<file path="src/rtl/elec_config_mlane_serializer.sv">
// elec_config_mlane_serializer
//
// Double-buffered, multi-lane shifter for the electrode configuration word.
// The controller stages a word with load_req, then starts a frame with start.
// The frame shifts the word out over N_LANES serial lanes that share sclk,
// pulses latch, and then pulses sr_finish.
//
// Ports
//   clock          system clock; all logic runs on the rising edge
//   rst_n          asynchronous active-low reset
//   elec_config    configuration word to stage (N_ELECTRODES bits)
//   load_req       pulse: copy elec_config into the staging register
//   load_ack       pulse, one cycle after load_req
//   start          pulse: begin a frame (ignored unless idle)
//   busy           frame in progress
//   sr_finish      pulse in the last cycle of a frame
//   enable_config  high while lane data is being shifted
//   sclk           shared shift clock to the external chains
//   sdata          one serial data bit per lane
//   latch          latch strobe to the external chains
//   sdin_rb        chain return data, one bit per lane
//   rb_mismatch    sticky readback error flag
//
// Optional feature: define SER_READBACK_EN to capture sdin_rb during each
// frame and compare it with the previous frame's content. Without the macro,
// sdin_rb is ignored and rb_mismatch is tied low.
//
// state     | meaning
// ----------+-------------------------------------------------
// S_IDLE    | waiting for start
// S_SHIFT_LO| sclk low, sdata presents the current bit
// S_SHIFT_HI| sclk high, external registers have clocked the bit
// S_LATCH   | latch strobe high, lanes driven low
// S_DONE    | single-cycle sr_finish
module elec_config_mlane_serializer #(
  parameter int N_ELECTRODES = 129,
  parameter int N_LANES      = 4,
  parameter int CLK_DIV      = 4
) (
  input  logic                    clock,
  input  logic                    rst_n,
  input  logic [N_ELECTRODES-1:0] elec_config,
  input  logic                    load_req,
  output logic                    load_ack,
  input  logic                    start,
  output logic                    busy,
  output logic                    sr_finish,
  output logic                    enable_config,
  output logic                    sclk,
  output logic [N_LANES-1:0]      sdata,
  output logic                    latch,
  input  logic [N_LANES-1:0]      sdin_rb,
  output logic                    rb_mismatch
);

  localparam int L  = (N_ELECTRODES + N_LANES - 1) / N_LANES;
  localparam int W  = L * N_LANES;
  localparam int CW = (L > 1) ? $clog2(L) : 1;
  localparam int TW = (CLK_DIV > 1) ? $clog2(CLK_DIV) : 1;
  localparam logic [CW-1:0] LAST_BIT = CW'(L - 1);
  localparam logic [TW-1:0] TMR_LOAD = TW'(CLK_DIV - 1);

  typedef enum logic [2:0] {
    S_IDLE,
    S_SHIFT_LO,
    S_SHIFT_HI,
    S_LATCH,
    S_DONE
  } state_t;

  state_t                  state;
  logic [N_ELECTRODES-1:0] pend;
  logic [W-1:0]            sreg;
  logic [W-1:0]            pend_pad;
  logic [W-1:0]            sreg_shifted;
  logic [CW-1:0]           bit_cnt;
  logic [TW-1:0]           tmr;

  // Indices at or above N_ELECTRODES are padding and always shift out as 0.
  assign pend_pad = W'(pend);

  // Each lane occupies L contiguous bits of sreg; its top bit is on the wire.
  // Zero fill means sreg is all-zero once a frame has shifted out, which is
  // what keeps sdata low during LATCH, DONE and IDLE.
  for (genvar k = 0; k < N_LANES; k++) begin : g_lane
    if (L > 1) begin : g_multi
      assign sreg_shifted[k*L +: L] = {sreg[k*L +: L-1], 1'b0};
    end else begin : g_single
      assign sreg_shifted[k*L] = 1'b0;
    end
    assign sdata[k] = sreg[k*L + L - 1];
  end

  always_ff @(posedge clock or negedge rst_n) begin
    if (!rst_n) begin
      state         <= S_IDLE;
      pend          <= '0;
      sreg          <= '0;
      bit_cnt       <= '0;
      tmr           <= '0;
      load_ack      <= 1'b0;
      busy          <= 1'b0;
      enable_config <= 1'b0;
      sclk          <= 1'b0;
      latch         <= 1'b0;
      sr_finish     <= 1'b0;
    end else begin
      load_ack  <= load_req;
      sr_finish <= 1'b0;
      if (load_req) begin
        pend <= elec_config;
      end
      case (state)
        S_IDLE: begin
          // sreg takes the pre-load pend when load_req and start coincide.
          if (start) begin
            sreg          <= pend_pad;
            bit_cnt       <= '0;
            tmr           <= TMR_LOAD;
            busy          <= 1'b1;
            enable_config <= 1'b1;
            state         <= S_SHIFT_LO;
          end
        end
        S_SHIFT_LO: begin
          if (tmr == '0) begin
            tmr   <= TMR_LOAD;
            sclk  <= 1'b1;
            state <= S_SHIFT_HI;
          end else begin
            tmr <= tmr - TW'(1);
          end
        end
        S_SHIFT_HI: begin
          if (tmr == '0) begin
            tmr  <= TMR_LOAD;
            sclk <= 1'b0;
            sreg <= sreg_shifted;
            if (bit_cnt == LAST_BIT) begin
              enable_config <= 1'b0;
              latch         <= 1'b1;
              state         <= S_LATCH;
            end else begin
              bit_cnt <= bit_cnt + CW'(1);
              state   <= S_SHIFT_LO;
            end
          end else begin
            tmr <= tmr - TW'(1);
          end
        end
        S_LATCH: begin
          if (tmr == '0) begin
            latch     <= 1'b0;
            sr_finish <= 1'b1;
            state     <= S_DONE;
          end else begin
            tmr <= tmr - TW'(1);
          end
        end
        S_DONE: begin
          busy  <= 1'b0;
          state <= S_IDLE;
        end
        default: begin
          busy          <= 1'b0;
          enable_config <= 1'b0;
          sclk          <= 1'b0;
          latch         <= 1'b0;
          state         <= S_IDLE;
        end
      endcase
    end
  end

`ifdef SER_READBACK_EN
  // The chain returns the previous frame while the current one shifts in, so
  // the capture is compared with a copy of the frame before the current one.
  logic [W-1:0] cur_frame;
  logic [W-1:0] prev_frame;
  logic [W-1:0] rb_cap;
  logic [W-1:0] rb_cap_next;
  logic         have_prev;
  logic         rb_arm;

  for (genvar k = 0; k < N_LANES; k++) begin : g_rb
    if (L > 1) begin : g_multi
      assign rb_cap_next[k*L +: L] = {rb_cap[k*L +: L-1], sdin_rb[k]};
    end else begin : g_single
      assign rb_cap_next[k*L] = sdin_rb[k];
    end
  end

  always_ff @(posedge clock or negedge rst_n) begin
    if (!rst_n) begin
      cur_frame   <= '0;
      prev_frame  <= '0;
      rb_cap      <= '0;
      have_prev   <= 1'b0;
      rb_arm      <= 1'b0;
      rb_mismatch <= 1'b0;
    end else begin
      if (state == S_IDLE && start) begin
        prev_frame  <= cur_frame;
        cur_frame   <= pend_pad;
        rb_arm      <= have_prev;
        have_prev   <= 1'b1;
        rb_mismatch <= 1'b0;
      end
      // Sample on the last high-phase cycle, after the chain has clocked.
      if (state == S_SHIFT_HI && tmr == '0) begin
        rb_cap <= rb_cap_next;
      end
      // Set on entry to DONE so the flag is visible alongside sr_finish.
      if (state == S_LATCH && tmr == '0 && rb_arm && rb_cap != prev_frame) begin
        rb_mismatch <= 1'b1;
      end
    end
  end
`else
  logic unused_rb;
  assign unused_rb   = ^sdin_rb;
  assign rb_mismatch = 1'b0;
`endif

endmodule

</file>
<file path="config.mk">
export PLATFORM = sky130hd
export DESIGN_NAME = elec_config_mlane_serializer
export DESIGN_NICKNAME = d
export VERILOG_FILES = /design/src/rtl/elec_config_mlane_serializer.sv
export SDC_FILE = /design/constraint.sdc
export NUM_CORES = 1
export LEC_CHECK = 0
export CORE_AREA = 2 2 143 145
export CTS_CLUSTER_SIZE = 30
export DETAILED_ROUTE_END_ITERATION = 6
export DIE_AREA = 0 0 145 147
export PLACE_DENSITY_LB_ADDON = 0.25
export SKIP_LAST_GASP = 1
export SLEW_MARGIN = 0
export SYNTH_ARGS = -nofsm -noshare
export SYNTH_HDL_FRONTEND = slang
export SYNTH_SLANG_ARGS = --single-unit
</file>
<file path="constraint.sdc">
create_clock -name clock -period 2.6 [get_ports clock]
set_clock_uncertainty 0.1 [all_clocks]
set_input_delay 0.39 -clock clock [delete_from_list [all_inputs] [get_ports clock]]
set_output_delay 0.39 -clock clock [all_outputs]
set_load 0.02 [all_outputs]
</file>
==> qor.txt <==
Status = complete, no violations
Switching portion of total power = 0.3037
Detailed Place HPWL = 14660 um
Ys flop type = dfrtp_1
Antenna viol nets, final = 0
Number of clock sinks = 278
Vias in the first global route = 8176
CTS tree = done
GP Congestion = 0.7866
Routed WL per cell = 15.53 um
Num CTS Buffers = 30
Worst reg2reg path startpoint = state[2]
Fin. max-slew vios = 0
DR iter-0 viols = 517
Worst-Skew Late Latency = 0.54 ns
Fmax = 0.4917 GHz
Register area share after synthesis = 0.6063
Overall Global Routing Usage = 0.2249
Worst-margin pin slew = 0.7782 ns
Logic pwr share = 0.248
Via count = 8101
Post-Place Cells = 1430
Initial antenna violation count = 0
Total I/O pin count = 148
Post-CTS setup repair buffer count = 0
Die Wd = 145 um
Hold Fails Final Rpt = 0
DRC viols = 0
Required @ worst endpoint = 2.11 ns
Area grow syn2layout = 25.08%
Maxcap violations = 0
Finish-stage setup viols = 0
Clock buffer depth = 3
Mean Syn Cell Area = 10.70 um2
Worst r2r path cells = 5
Worst min-delay path class = in2reg
FFs w/ async S/R, synth = 1.000
Ys Warns = 0
Grt total ovfl = 0
Commonest cells in the synthesized netlist = dfrtp_1 (278), nand2_1 (262), nor2_1 (133)
Crit Path Max Fanout = 2
Worst setup EP type = primary output
Worst setup path class = reg2out
Core ar. = 19840 um2
Worst EP arrival = 1.54 ns
Reg2reg end = sreg[97]
First-pass detailed-route iteration total = 5
Yosys top cell area share = 0.6063
Initial Utilization = 0.5782
Leakage Power = 6.131 nW
Largest net degree at the start of global routing = 113
Fin crit period = 2.034 ns
IO buf count = 142
Die H = 147 um
Crit path launch type = register
Slowest stage cell, crit path = clkdlybuf4s50_1
CP Buf/Inv Count = 1
Slew headroom = 0.4798
Sequential fraction of design power = 0.438
Cell count after synthesis = 1072
Final net count = 1333
Syn Nets = 1212
Global-route wire length before repair = 39990 um
H-tree depth = 1
Hold Path End = load_ack
Fin Setup TNS = 0 ns
Count of flip-flops with a built-in enable after synthesis = 0
Worst Hold Depth = 1
Share of cells above drive strength 1 = 0.1775
Biggest area consumer among synthesized cells = dfrtp_1
Die ar. = 21320 um2
Hold path start = load_req
Core Rows = 52
Mapped Area = 11470 um2
Via density = 5.448
Clock-pin transition on the worst setup and hold timing paths = 0.06 ns
Yosys reg bits = 278
Clk root buf = clkbuf_16
Flop2flop setup slack = 0.57 ns
Pwr Total = 14.54 mW
Pwr Density = 1013 nW/um2
CP peak stage delay = 0.66 ns
Layout Utilization = 0.7232
Diodes inserted = 0
Tcrit/Tclk final = 0.7822
Post-Layout Cell Count = 1487
Cell Chain, Critical Path = clkdlybuf4s50_1
Maximum vdd drop = 0.5829 mV
Internal power = 10.12 mW
Clock group share of total power = 0.314
Drt total wl = 23100 um
Crit path max-delay family = buffers and inverters
Unique masters post-synth = 37
Count leader, synth = dfrtp_1
Dominant cells by area after synthesis = dfrtp_1 (61%), mux2_2 (13%), nand2_1 (8.6%)
RSZ-0062 raised after global routing = no
Switching pwr = 4.415 mW
## power groups by stage
stage               combinational, mW  clock (mW)  sequential (mW)
CTS                              3.65        4.65             6.37
floorplan                        2.68           0             6.22
global route                     4.12        4.83             6.53
global placement                 3.48           0             6.36
detailed placement               3.64           0             6.42
finish                           3.60        4.57             6.37
## how the worst max path moves through the flow
stage	from	endpoint	slack (ns)	cells after the start
detailed placement	start	sreg[14]	0.34	6
global route	state[2]	sreg[97]	0.41	5
global placement	start	sreg[55]	0.39	6
floorplan	tmr[0]	sreg[100]	0.83	9
finish	sreg[131]	sdata[3]	0.57	1
CTS	sreg[131]	sdata[3]	0.55	1
## layer usage
layer  GRT usage  vias to the layer above  wire length (um)
met2      0.3755                      168             11430
li1            -                     3866                 -
met3     0.04037                       40               973
met4     0.06287                        0               611
met1      0.3078                     4027             10080
met5           0                        -                 0
## logic make-up after synthesis
logic type,after synthesis,share of synthesized area
fa+ha+maj,3,0.003272
compound gates,155,0.08550
flops,278,0.6063
xor+xnor,1,0.0007635
simple gates,417,0.1412
other cells,1,0.0003268
mux,131,0.1284
buf+inv,86,0.03424
## repair_timing
action | 4_1_cts | 5_1_grt
resized for setup | 0 | 0
hold endpoints to repair | 78 | 0
hold buffers | 1 | 0
## metrics by stage
step	cell area (um2)	setup slack [ns]	hold WS, ns
4_1_cts	14350	0.5450	0.1045
2_1_floorplan	11470	0.8301	-0.005591
3_5_place_dp	13250	0.3398	0.3617
5_1_grt	14350	0.4056	0.1266
3_3_place_gp	13250	0.3928	0.3536
6_report	14350	0.5664	0.1249
## state kept, by name, summed over array words and instances, names as in the netlist, 2 cells and up
signal / cells
bit_cnt: 6
pend: 129
sreg: 132
state: 3
tmr: 2
## cells in the final DEF, fill, tap and decap left out, types with 4 or more instances in the layout
master | Yosys | final
nor2_1 | 133 | 133
clkinv_2 | 0 | 10
buf_12 | 0 | 14
clkbuf_16 | 0 | 31
dfrtp_1 | 278 | 278
nand3_1 | 8 | 8
a22o_1 | 4 | 4
a31oi_1 | 125 | 125
o21ai_0 | 9 | 9
nand2_1 | 262 | 262
nand2b_1 | 4 | 4
a21oi_1 | 6 | 6
bufinv_16 | 0 | 5
clkbuf_8 | 0 | 7
buf_4 | 5 | 13
mux2_2 | 129 | 129
inv_1 | 6 | 6
clkdlybuf4s50_1 | 0 | 140
## cell type report
type / count / area [um2]
multi-input combinational: 708 / 4141
sequential: 278 / 6957
fill: 1416 / 5493
timing repair buffer: 169 / 1804
tap: 270 / 337.8
clock buffer: 40 / 879.6
inverter: 6 / 22.52
clock inverter: 16 / 209.0
No activity file was read; power rests on OpenSTA's default activity.
